===== config.mk =====
export PLATFORM = sky130hd
export DESIGN_NAME = sub9bit_serial_flat
export DESIGN_NICKNAME = d
export VERILOG_FILES = /design/src/rtl/sub9bit_serial_pkg.sv /design/src/rtl/sub9bit_serial_if.sv /design/src/rtl/sub9bit_serial_sub_bit_cell.sv /design/src/rtl/sub9bit_serial.sv /design/src/flat_wrapper.sv
export SDC_FILE = /design/constraint.sdc
export NUM_CORES = 1
export LEC_CHECK = 0
export BUFFER_PORTS_ARGS = -buffer_cell sky130_fd_sc_hd__buf_2
export CAP_MARGIN = 10
export CORE_ASPECT_RATIO = 2
export CORE_UTILIZATION = 54
export DETAILED_ROUTE_END_ITERATION = 10
export GPL_TIMING_DRIVEN = 0
export PLACE_DENSITY = 0.9
export SLEW_MARGIN = 20
export SYNTH_ARGS = -nofsm -noshare
export SYNTH_HDL_FRONTEND = slang
export SYNTH_SLANG_ARGS = --single-unit

===== constraint.sdc =====
create_clock -name clk -period 2.1 [get_ports clk]
set_input_delay 0.315 -clock clk [delete_from_list [all_inputs] [get_ports clk]]
set_output_delay 0.315 -clock clk [all_outputs]
set_load 0.005 [all_outputs]

===== src/rtl/sub9bit_serial_pkg.sv =====
// Shared FMAC definitions: default datapath width and the serial-unit state encoding.
package fmac_pkg;

    localparam int unsigned DEF_WIDTH = 9;

    typedef enum logic [1:0] {
        IDLE,
        SUB,
        NEG,
        DONE
    } state_t;

endpackage


===== src/rtl/sub9bit_serial_if.sv =====
// Start/busy/done handshake and operand/result bus of the bit-serial subtractor.
interface sub9bit_serial_if
    import fmac_pkg::*;
#(
    parameter int unsigned WIDTH = DEF_WIDTH
);

    logic             start;
    logic [WIDTH-1:0] a;
    logic [WIDTH-1:0] b;
    logic             busy;
    logic             done;
    logic [WIDTH-1:0] diff;
    logic             bout;
    logic             a_lt_b;
    logic [WIDTH-1:0] abs_diff;

    modport master (
        output start, a, b,
        input  busy, done, diff, bout, a_lt_b, abs_diff
    );

    modport slave (
        input  start, a, b,
        output busy, done, diff, bout, a_lt_b, abs_diff
    );

endinterface


===== src/rtl/sub9bit_serial_sub_bit_cell.sv =====
// One-bit full subtractor; counterpart of the FMAC adder bit cell.
module sub_bit_cell (
    input  logic a,
    input  logic b,
    input  logic bin,
    output logic d,
    output logic bout
);

    assign d    = a ^ b ^ bin;
    assign bout = (~a & b) | (~(a ^ b) & bin);

endmodule


===== src/rtl/sub9bit_serial.sv =====
// Bit-serial unsigned subtractor/comparator: a-b LSB first, then an optional serial
// two's-complement pass that turns a negative difference into |a-b|.
module sub9bit_serial
    import fmac_pkg::*;
#(
    parameter int unsigned WIDTH = DEF_WIDTH
) (
    input logic           clk,
    input logic           rst_n,
    sub9bit_serial_if.slave bus
);

    localparam int unsigned     CW   = $clog2(WIDTH);
    localparam logic [CW-1:0]   LAST = CW'(WIDTH - 1);

    state_t           state, state_nxt;
    logic [WIDTH-1:0] sa, sb, dreg, absreg;
    logic [CW-1:0]    cnt;
    logic             br;
    logic             bout_q, lt_q;
    logic             cell_d, cell_bo;
    logic             neg_bit, neg_c;
    logic             accept, last;
    logic             busy_c, done_c;

    sub_bit_cell u_cell (
        .a    (sa[0]),
        .b    (sb[0]),
        .bin  (br),
        .d    (cell_d),
        .bout (cell_bo)
    );

    // br doubles as the +1 carry during negation: invert-and-increment, one bit per cycle
    assign neg_bit = ~dreg[0] ^ br;
    assign neg_c   = ~dreg[0] & br;
    assign last    = (cnt == LAST);

    always_ff @(posedge clk or negedge rst_n) begin
        if (!rst_n) state <= IDLE;
        else        state <= state_nxt;
    end

    always_comb begin
        state_nxt = state;
        busy_c    = 1'b0;
        done_c    = 1'b0;
        accept    = 1'b0;
        case (state)
            IDLE: begin
                if (bus.start) begin
                    accept    = 1'b1;
                    state_nxt = SUB;
                end
            end
            SUB: begin
                busy_c = 1'b1;
                if (last) state_nxt = cell_bo ? NEG : DONE;
            end
            NEG: begin
                busy_c = 1'b1;
                if (last) state_nxt = DONE;
            end
            DONE: begin
                done_c = 1'b1;
                if (bus.start) begin
                    accept    = 1'b1;
                    state_nxt = SUB;
                end else begin
                    state_nxt = IDLE;
                end
            end
            default: state_nxt = IDLE;
        endcase
    end

    always_ff @(posedge clk or negedge rst_n) begin
        if (!rst_n) begin
            sa     <= '0;
            sb     <= '0;
            dreg   <= '0;
            absreg <= '0;
            cnt    <= '0;
            br     <= 1'b0;
            bout_q <= 1'b0;
            lt_q   <= 1'b0;
        end else begin
            case (state)
                IDLE, DONE: begin
                    if (accept) begin
                        sa  <= bus.a;
                        sb  <= bus.b;
                        br  <= 1'b0;
                        cnt <= '0;
                    end
                end
                SUB: begin
                    dreg <= {cell_d, dreg[WIDTH-1:1]};
                    sa   <= sa >> 1;
                    sb   <= sb >> 1;
                    br   <= cell_bo;
                    cnt  <= cnt + 1'b1;
                    if (last) begin
                        bout_q <= cell_bo;
                        lt_q   <= cell_bo;
                        cnt    <= '0;
                        if (cell_bo) br     <= 1'b1;
                        else         absreg <= {cell_d, dreg[WIDTH-1:1]};
                    end
                end
                NEG: begin
                    // full rotation over WIDTH cycles leaves diff intact
                    dreg   <= {dreg[0], dreg[WIDTH-1:1]};
                    absreg <= {neg_bit, absreg[WIDTH-1:1]};
                    br     <= neg_c;
                    cnt    <= last ? '0 : cnt + 1'b1;
                end
                default: ;
            endcase
        end
    end

    assign bus.busy     = busy_c;
    assign bus.done     = done_c;
    assign bus.diff     = dreg;
    assign bus.bout     = bout_q;
    assign bus.a_lt_b   = lt_q;
    assign bus.abs_diff = absreg;

endmodule

===== src/flat_wrapper.sv =====
// flat-port wrapper written by rule: the top's interface ports become plain ports
module sub9bit_serial_flat import fmac_pkg::*;
#(
    parameter int unsigned WIDTH = DEF_WIDTH
)
  (clk, rst_n, bus_start, bus_a, bus_b, bus_busy, bus_done, bus_diff, bus_bout, bus_a_lt_b, bus_abs_diff);
  sub9bit_serial_if #(.WIDTH(WIDTH)) bus_i ();
  input logic clk;
  input logic rst_n;
  input wire logic [$bits(bus_i.start)-1:0] bus_start;
  input wire logic [$bits(bus_i.a)-1:0] bus_a;
  input wire logic [$bits(bus_i.b)-1:0] bus_b;
  output wire logic [$bits(bus_i.busy)-1:0] bus_busy;
  output wire logic [$bits(bus_i.done)-1:0] bus_done;
  output wire logic [$bits(bus_i.diff)-1:0] bus_diff;
  output wire logic [$bits(bus_i.bout)-1:0] bus_bout;
  output wire logic [$bits(bus_i.a_lt_b)-1:0] bus_a_lt_b;
  output wire logic [$bits(bus_i.abs_diff)-1:0] bus_abs_diff;
  assign bus_i.start = bus_start;
  assign bus_i.a = bus_a;
  assign bus_i.b = bus_b;
  assign bus_busy = bus_i.busy;
  assign bus_done = bus_i.done;
  assign bus_diff = bus_i.diff;
  assign bus_bout = bus_i.bout;
  assign bus_a_lt_b = bus_i.a_lt_b;
  assign bus_abs_diff = bus_i.abs_diff;
  sub9bit_serial #(.WIDTH(WIDTH)) u_core (.clk(clk), .rst_n(rst_n), .bus(bus_i));
endmodule

==> results.json, run 1 <==
{
  "cp-start-kind": "register",
  "syn-num-nets": 220,
  "drive_gt1_share_pct": 36.4,
  "seqPwrFrac_pct": 34.8,
  "tns_ns": 0,
  "grt_pass1_wl_mm": 6.78,
  "hold_buffers": 0,
  "slowest_delay_ns": 0.41,
  "fin_worst_skew_ns": 0.00887,
  "clk_latency_ns": 0.30,
  "grt.overflow.total": 0,
  "crit_slowest_cell": "dfrtp_1",
  "fp.dieW_um": 47.2,
  "yosysWarnings": 0,
  "routed_via_density": 5.28,
  "finalSetupViolCount": 0,
  "first_pass_iters": 4,
  "total_power_mw": 4.52,
  "end_kind": "register",
  "setup_ws_ns": 0.261,
  "nets": 268,
  "hold_viol": 10,
  "wirelength_mm": 3.99,
  "finalNonFillerCells": 290,
  "vias": 1531,
  "ys_ff_latch": 44,
  "power_frac_clock_pct": 11.4,
  "root_buffer": "clkbuf_8",
  "fin_crit_ns": 1.84,
  "hold_slack_ns": -0.00765,
  "gp_congestion": 0.776,
  "syn_area_per_cell_um2": 11.6,
  "area.growth.synth_to_final_pct": 16.1,
  "grt_start_max_net_pins": 45,
  "yosysSeqAreaShare_pct": 49.8,
  "die_area_mm2": 0.00437,
  "hp-class": "input port to async pin",
  "io_buffers": 41,
  "cts_made_buffers": 5,
  "slew_viol_final": 0,
  "top_level_ports": 43,
  "drt_iter0_markers": 32,
  "cts_resized": 0,
  "initial_utilization_pct": 56.9,
  "clk_pin_slew_ns": 0.08,
  "cellPowerDensity_mw_per_mm2": 1760,
  "tightestPinTransition_ns": 0.537,
  "grt_pass1_vias": 1589,
  "worst-endpoint-required_ns": 2.29,
  "core-area_mm2": 0.00388,
  "cts_max_level": 2,
  "clock-sinks": 44,
  "p_int_mw": 2.77,
  "place_ws_ns": 0.252,
  "num_rows": 32,
  "grt_use_total_pct": 21.6,
  "rsz0062_at_grt": "no",
  "combPwrFrac_pct": 53.7,
  "cts_setup_buffers": 0,
  "crit_path_cell_trace": "inv_1 -> ha_1 -> buf_4 -> a21boi_4 -> mux2_2",
  "cp.arrival_ns": 2.03,
  "syn_inst": 190,
  "path_class": "register to register",
  "cts_buffer_depth": 2,
  "antenna_found_initial": 0,
  "cts_tree": "built",
  "drtAntennaViolNets": 0,
  "cp_max_fo": 9,
  "slew_headroom_pct": 64.2,
  "switchingPower_mw": 1.75,
  "num_antenna_cells": 0,
  "p_leak_nw": 1.25,
  "dp_cells": 282,
  "status": "finished with violations",
  "dp_hpwl_mm": 3.02,
  "switching_share_pct": 38.7,
  "irDropWorstVdd_v": 0.00111,
  "synth_cell_types": 31,
  "post_drt_wl_per_cell_um": 13.8,
  "clock.fmax_ghz": 0.544,
  "die-height_um": 92.5,
  "fin_crit_sh_pct": 87.6,
  "netlist_area_mm2": 0.00221,
  "fillCellCount": 325,
  "cap_violations": 0,
  "violations": "negative hold slack",
  "drc": 0
}
-- critical path: cells and delay by family (launching register included) --
kind	cells	cell delay [ns]
buffers and inverters	2	0.27
DFF	1	0.41
muxes	1	0.38
AOI/OAI and AO/OA	1	0.36
adders and majority gates	1	0.32
-- cells in the final DEF, fill, tap and decap left out --
| cell | n |
|---|---|
| a21bo_2 | 1 |
| clkinv_4 | 1 |
| inv_1 | 11 |
| a211o_1 | 1 |
| a21boi_4 | 1 |
| mux2_2 | 24 |
| xnor2_1 | 1 |
| buf_6 | 2 |
| mux2i_1 | 20 |
| a21oi_1 | 4 |
| o31ai_1 | 1 |
| mux2i_4 | 1 |
| clkbuf_2 | 1 |
| and3b_2 | 1 |
| clkbuf_1 | 3 |
| a21o_1 | 3 |
| buf_2 | 44 |
| fa_1 | 1 |
| nor3b_1 | 2 |
| nor2_1 | 3 |
| buf_4 | 4 |
| and4bb_2 | 1 |
| nand4b_1 | 1 |
| nor2b_1 | 1 |
| o21ai_1 | 3 |
| a311o_2 | 1 |
| o22ai_1 | 1 |
| o21ai_0 | 17 |
| nand2_1 | 25 |
| clkbuf_8 | 5 |
| nor3_1 | 2 |
| ha_1 | 8 |
| dfrtp_1 | 44 |
-- Yosys cell counts --
master | number | share of area [%]
dfrtp_1 | 44 | 50
nand2_1 | 25 | 4.2
mux2_2 | 24 | 12
mux2i_1 | 20 | 9.1
o21ai_0 | 17 | 3.8
inv_1 | 11 | 1.9
ha_1 | 8 | 4.5
a21oi_1 | 4 | 0.91
buf_2 | 4 | 0.91
a21o_1 | 3 | 1.0
buf_4 | 3 | 1.0
nor2_1 | 3 | 0.51
o21ai_1 | 3 | 0.68
buf_6 | 2 | 1.0
nor3_1 | 2 | 0.45
nor3b_1 | 2 | 0.68
a211o_1 | 1 | 0.40
a21bo_2 | 1 | 0.45
a21boi_4 | 1 | 0.85
a311o_2 | 1 | 0.51
and3b_2 | 1 | 0.45
and4bb_2 | 1 | 0.57
clkbuf_1 | 1 | 0.17
clkbuf_2 | 1 | 0.23
fa_1 | 1 | 0.91
mux2i_4 | 1 | 1.0
nand4b_1 | 1 | 0.40
nor2b_1 | 1 | 0.28
o22ai_1 | 1 | 0.28
o31ai_1 | 1 | 0.34
xnor2_1 | 1 | 0.40
-- logic make-up after synthesis --
logic type | count (synthesis) | synth area share, %
multiplexers | 45 | 22.3
flip-flops | 44 | 49.8
AND/OR/NAND/NOR | 36 | 7.58
AO/OA/AOI/OAI | 33 | 9.28
buffers and inverters | 22 | 5.21
adder cells (fa/ha/maj) | 9 | 5.43
XOR/XNOR | 1 | 0.396
-- routing by layer --
metal | part of all wire, % | vias up | wire length, µm | global-route usage (%)
li1 | - | 746 | - | -
met1 | 38 | 752 | 1500 | 25.1
met2 | 58 | 28 | 2320 | 35.6
met3 | 2.5 | 5 | 100 | 5.46
met4 | 1.6 | 0 | 65 | 9.05
met5 | 0 | - | 0 | 0
-- power by group through the flow --
stage | sequential [mW] | clock, mW | combinational [mW]
final | 1.57 | 0.517 | 2.43
after floorplan | 1.54 | 0 | 1.83
after global placement | 1.57 | 0 | 2.37
after CTS | 1.58 | 0.537 | 2.46
after global routing | 1.64 | 0.567 | 2.71
after detailed placement | 1.60 | 0 | 2.46
-- final cells by class --
cell class / instances / area, µm² / area share [%]
plain buffers: 11 / 73.8 / 2.88
clock buffers: 7 / 76.3 / 2.97
clock inverters: 1 / 8.76 / 0.341
inverters: 11 / 41.3 / 1.61
multi-input cells: 124 / 995 / 38.7
flip-flops and latches: 44 / 1100 / 42.9
well taps: 51 / 63.8 / 2.49
repair buffers: 41 / 208 / 8.09
-- path summary, 6_finish.rpt --
kind | start | end | slack, ns | cells past startpoint
min in group clk | bus_a[8] | u_core.sa[8]$_DFFE_PN0P_ | 0.26 | 3
max in group asynchronous | rst_n | u_core.cnt[2]$_DFFE_PN0P_ | 1.73 | 1
worst max register to register | u_core.state[1]$_DFFE_PN0P_ | u_core.bus.abs_diff[4]$_DFFE_PN0P_ | 0.26 | 5
worst min register to register | u_core.sa[3]$_DFFE_PN0P_ | u_core.sa[3]$_DFFE_PN0P_ | 0.48 | 2
worst min-delay path | rst_n | u_core.sa[4]$_DFFE_PN0P_ | -0.008 | 1
worst max-delay path | u_core.state[1]$_DFFE_PN0P_ | u_core.bus.abs_diff[4]$_DFFE_PN0P_ | 0.26 | 5
-- registers in the layout, summed over array words and instances (netlist names) --
name / cells
u_core.br: 1
u_core.bus.abs_diff: 9
u_core.bus.bout: 1
u_core.bus.diff: 9
u_core.cnt: 4
u_core.sa: 9
u_core.sb: 9
u_core.state: 2
-- through the flow --
stage / area, µm² / utilization [%] / hold WS, ns
floorplan: 2210 / - / 0.0194
CTS: 2560 / 66.0 / 0.186
global route: 2570 / 66.1 / 0.0349
global placement: 2480 / 63.9 / 0.463
detailed placement: 2480 / 63.9 / 0.472
finish: 2570 / 66.1 / -0.00765
Power figures use the tool's default switching activity.
==> run 2: changes to the inputs <==
--- a/config.mk
+++ b/config.mk
@@ -8,10 +8,10 @@
 export BUFFER_PORTS_ARGS = -buffer_cell sky130_fd_sc_hd__buf_2
 export CAP_MARGIN = 10
 export CORE_ASPECT_RATIO = 2
-export CORE_UTILIZATION = 54
+export CORE_UTILIZATION = 40
 export DETAILED_ROUTE_END_ITERATION = 10
 export GPL_TIMING_DRIVEN = 0
-export PLACE_DENSITY = 0.9
+export PLACE_DENSITY = 0.75
 export SLEW_MARGIN = 20
 export SYNTH_ARGS = -nofsm -noshare
 export SYNTH_HDL_FRONTEND = slang
==> constraint.sdc (replaced) <==
create_clock -name clk -period 1.5 [get_ports clk]
set_input_delay 0.225 -clock clk [delete_from_list [all_inputs] [get_ports clk]]
set_output_delay 0.225 -clock clk [all_outputs]
set_load 0.005 [all_outputs]
==> run 2 against run 1 <==
Effect of this change: the run ends with negative setup slack left; fmax up 11%; cell area up 25%; global-route usage down 2.7 points; die area up 34%; worst setup slack worse by 0.42 ns; flip-flop and latch count unchanged; combinational power up 150%; clock-buffer cell count down 1; clock power up 70%.
==> results.json, run 2 (synthesis results as in run 1) <==
{
  "setup_ws_ns": -0.158,
  "grt.overflow.total": 0,
  "rr_endpoint": "u_core.sb[5]$_DFFE_PN0P_",
  "fin_crit_sh_pct": 111,
  "slew_viol_final": 0,
  "num_antenna_cells": 0,
  "area.growth.synth_to_final_pct": 44.9,
  "wirelength_mm": 5.18,
  "finalSetupViolCount": 35,
  "gp_congestion": 0.779,
  "reg2reg_slack_ns": -0.16,
  "cp-startpoint": "u_core.state[1]$_DFFE_PN0P_",
  "clock-sinks": 44,
  "finalNonFillerCells": 322,
  "cp-start-kind": "register",
  "cp.arrival_ns": 1.83,
  "hp-class": "input port to register",
  "clk_pin_slew_ns": 0.08,
  "rsz0062_at_grt": "yes",
  "crit_end": "u_core.sb[5]$_DFFE_PN0P_",
  "first_pass_iters": 4,
  "initial_utilization_pct": 41.2,
  "fin_crit_ns": 1.66,
  "top_level_ports": 43,
  "fillCellCount": 433,
  "grt_use_total_pct": 18.9,
  "worst-endpoint-required_ns": 1.68,
  "status": "finished with violations",
  "crit_slowest_cell": "dfrtp_1",
  "num_rows": 38,
  "end_kind": "register",
  "slew_headroom_pct": 78.8,
  "place_ws_ns": -0.274,
  "slowest_delay_ns": 0.41,
  "dp_cells": 291,
  "mostFrequentLayoutCells": "dfrtp_1 (44), buf_2 (40), mux2i_1 (18)",
  "cap_violations": 0,
  "grt_pass1_wl_mm": 7.95,
  "vias": 1681,
  "crit_path_cell_trace": "inv_2 -> ha_4 -> mux2i_4 -> clkbuf_16 -> clkbuf_16 -> o21ai_4",
  "worstRegToRegCells": 6,
  "root_buffer": "clkbuf_8",
  "die_area_mm2": 0.00585,
  "drtAntennaViolNets": 0,
  "die-height_um": 107,
  "irDropWorstVdd_v": 0.00177,
  "cellPowerDensity_mw_per_mm2": 2860,
  "nets": 291,
  "fin_worst_skew_ns": 0.00661,
  "drt_iter0_markers": 23,
  "grt_pass1_vias": 1715,
  "hold_slack_ns": 0.188,
  "p_leak_nw": 1.54,
  "routed_via_density": 5.22,
  "fp.dieW_um": 54.6,
  "cts_max_level": 2,
  "clk_latency_ns": 0.29,
  "cts_tree": "built",
  "path_class": "register to register",
  "drive_gt1_share_pct": 59.5,
  "post_drt_wl_per_cell_um": 16.1,
  "drc": 0,
  "cts_buffer_depth": 2,
  "io_buffers": 41,
  "cp_max_fo": 6,
  "cts_made_buffers": 5,
  "final_common_cell": "dfrtp_1",
  "reg2reg_from": "u_core.state[1]$_DFFE_PN0P_",
  "antenna_found_initial": 0,
  "dp_hpwl_mm": 3.15,
  "core-area_mm2": 0.00537,
  "grt_start_max_net_pins": 45,
  "tightestPinTransition_ns": 0.318,
  "tns_ns": -3.85,
  "clock.fmax_ghz": 0.603,
  "path_common_cell": "clkbuf_16",
  "hold_viol": 0,
  "violations": "negative setup slack",
  "utilization_pct": 59.6
}
[run 2: cell count changes in the layout (fill, tap and decap cells not counted), moves of 4 or more]
cell and delta:
buf_2 -4, buf_4 +10, buf_6 +4, buf_8 +7, clkbuf_16 +4, ha_1 -4, mux2_2 -9, mux2_4 +9
nand2_1 -15, nand2_2 +11, nand2_4 +4, o21ai_0 -15, o21ai_2 +13
[run 2: worst min-delay path by stage]
| stage | slack, ns | cells after the start | start | to |
|---|---|---|---|---|
| 2_1_floorplan | -0.07 | 0 | rst_n | u_core.br$_DFFE_PN0P_ |
| 3_3_place_gp | 0.43 | 1 | rst_n | u_core.cnt[2]$_DFFE_PN0P_ |
| 3_5_place_dp | 0.43 | 1 | rst_n | u_core.cnt[2]$_DFFE_PN0P_ |
| 4_1_cts | 0.11 | 1 | rst_n | u_core.cnt[2]$_DFFE_PN0P_ |
| 5_1_grt | 0.19 | 3 | bus_a[8] | u_core.sa[8]$_DFFE_PN0P_ |
| 6_report | 0.19 | 3 | bus_b[8] | u_core.sb[8]$_DFFE_PN0P_ |
[run 2: worst max-delay path: cells and delay by family (launching register included)]
kind	cells	cell delay [ns]
AO/OA/AOI/OAI	1	0.05
adder cells (fa/ha/maj)	1	0.34
buffers and inverters	3	0.43
flip-flops	1	0.41
multiplexers	1	0.31
[run 2: final cells by class]
| cell class | count | area, µm² | share of cell area (%) |
|---|---|---|---|
| multi-input combinational | 124 | 1230 | 38.3 |
| sequential | 44 | 1100 | 34.4 |
| timing repair buffer | 65 | 510 | 15.9 |
| buffer | 10 | 138 | 4.30 |
| tap | 60 | 75.1 | 2.34 |
| clock buffer | 6 | 72.6 | 2.26 |
| inverter | 11 | 43.8 | 1.37 |
| clock inverter | 2 | 35.0 | 1.09 |
[run 2: power by group]
group          internal (mW)  leakage [nW]  switching, mW
clock network          0.494        0.0552          0.387
logic                   3.51         0.944           2.50
registers               1.80         0.538          0.479
[run 2: repair_timing]
action | 4_1_cts | 5_1_grt
pin swaps | 14 | 14
gates cloned | 2 | 3
setup endpoints to repair | 43 | 38
endpoints found under the hold margin | 0 | 12
buffers inserted | 12 | 5
hold buffers | 0 | 1
resized for setup | 38 | 60
[run 2: metal layers]
layer,up-vias,share of wire (%),GRT usage [%]
met5,-,0,0
met2,27,56,32.6
met3,8,2.2,2.27
li1,796,-,-
met4,0,2.2,8.24
met1,850,39,22.1
[run 2: through the flow]
step / power (mW) / area [µm²]
after floorplan: 4.87 / 2250
after global placement: 5.73 / 2530
after detailed placement: 5.84 / 2530
after CTS: 7.75 / 2870
after global routing: 9.76 / 3200
final: 9.17 / 3200
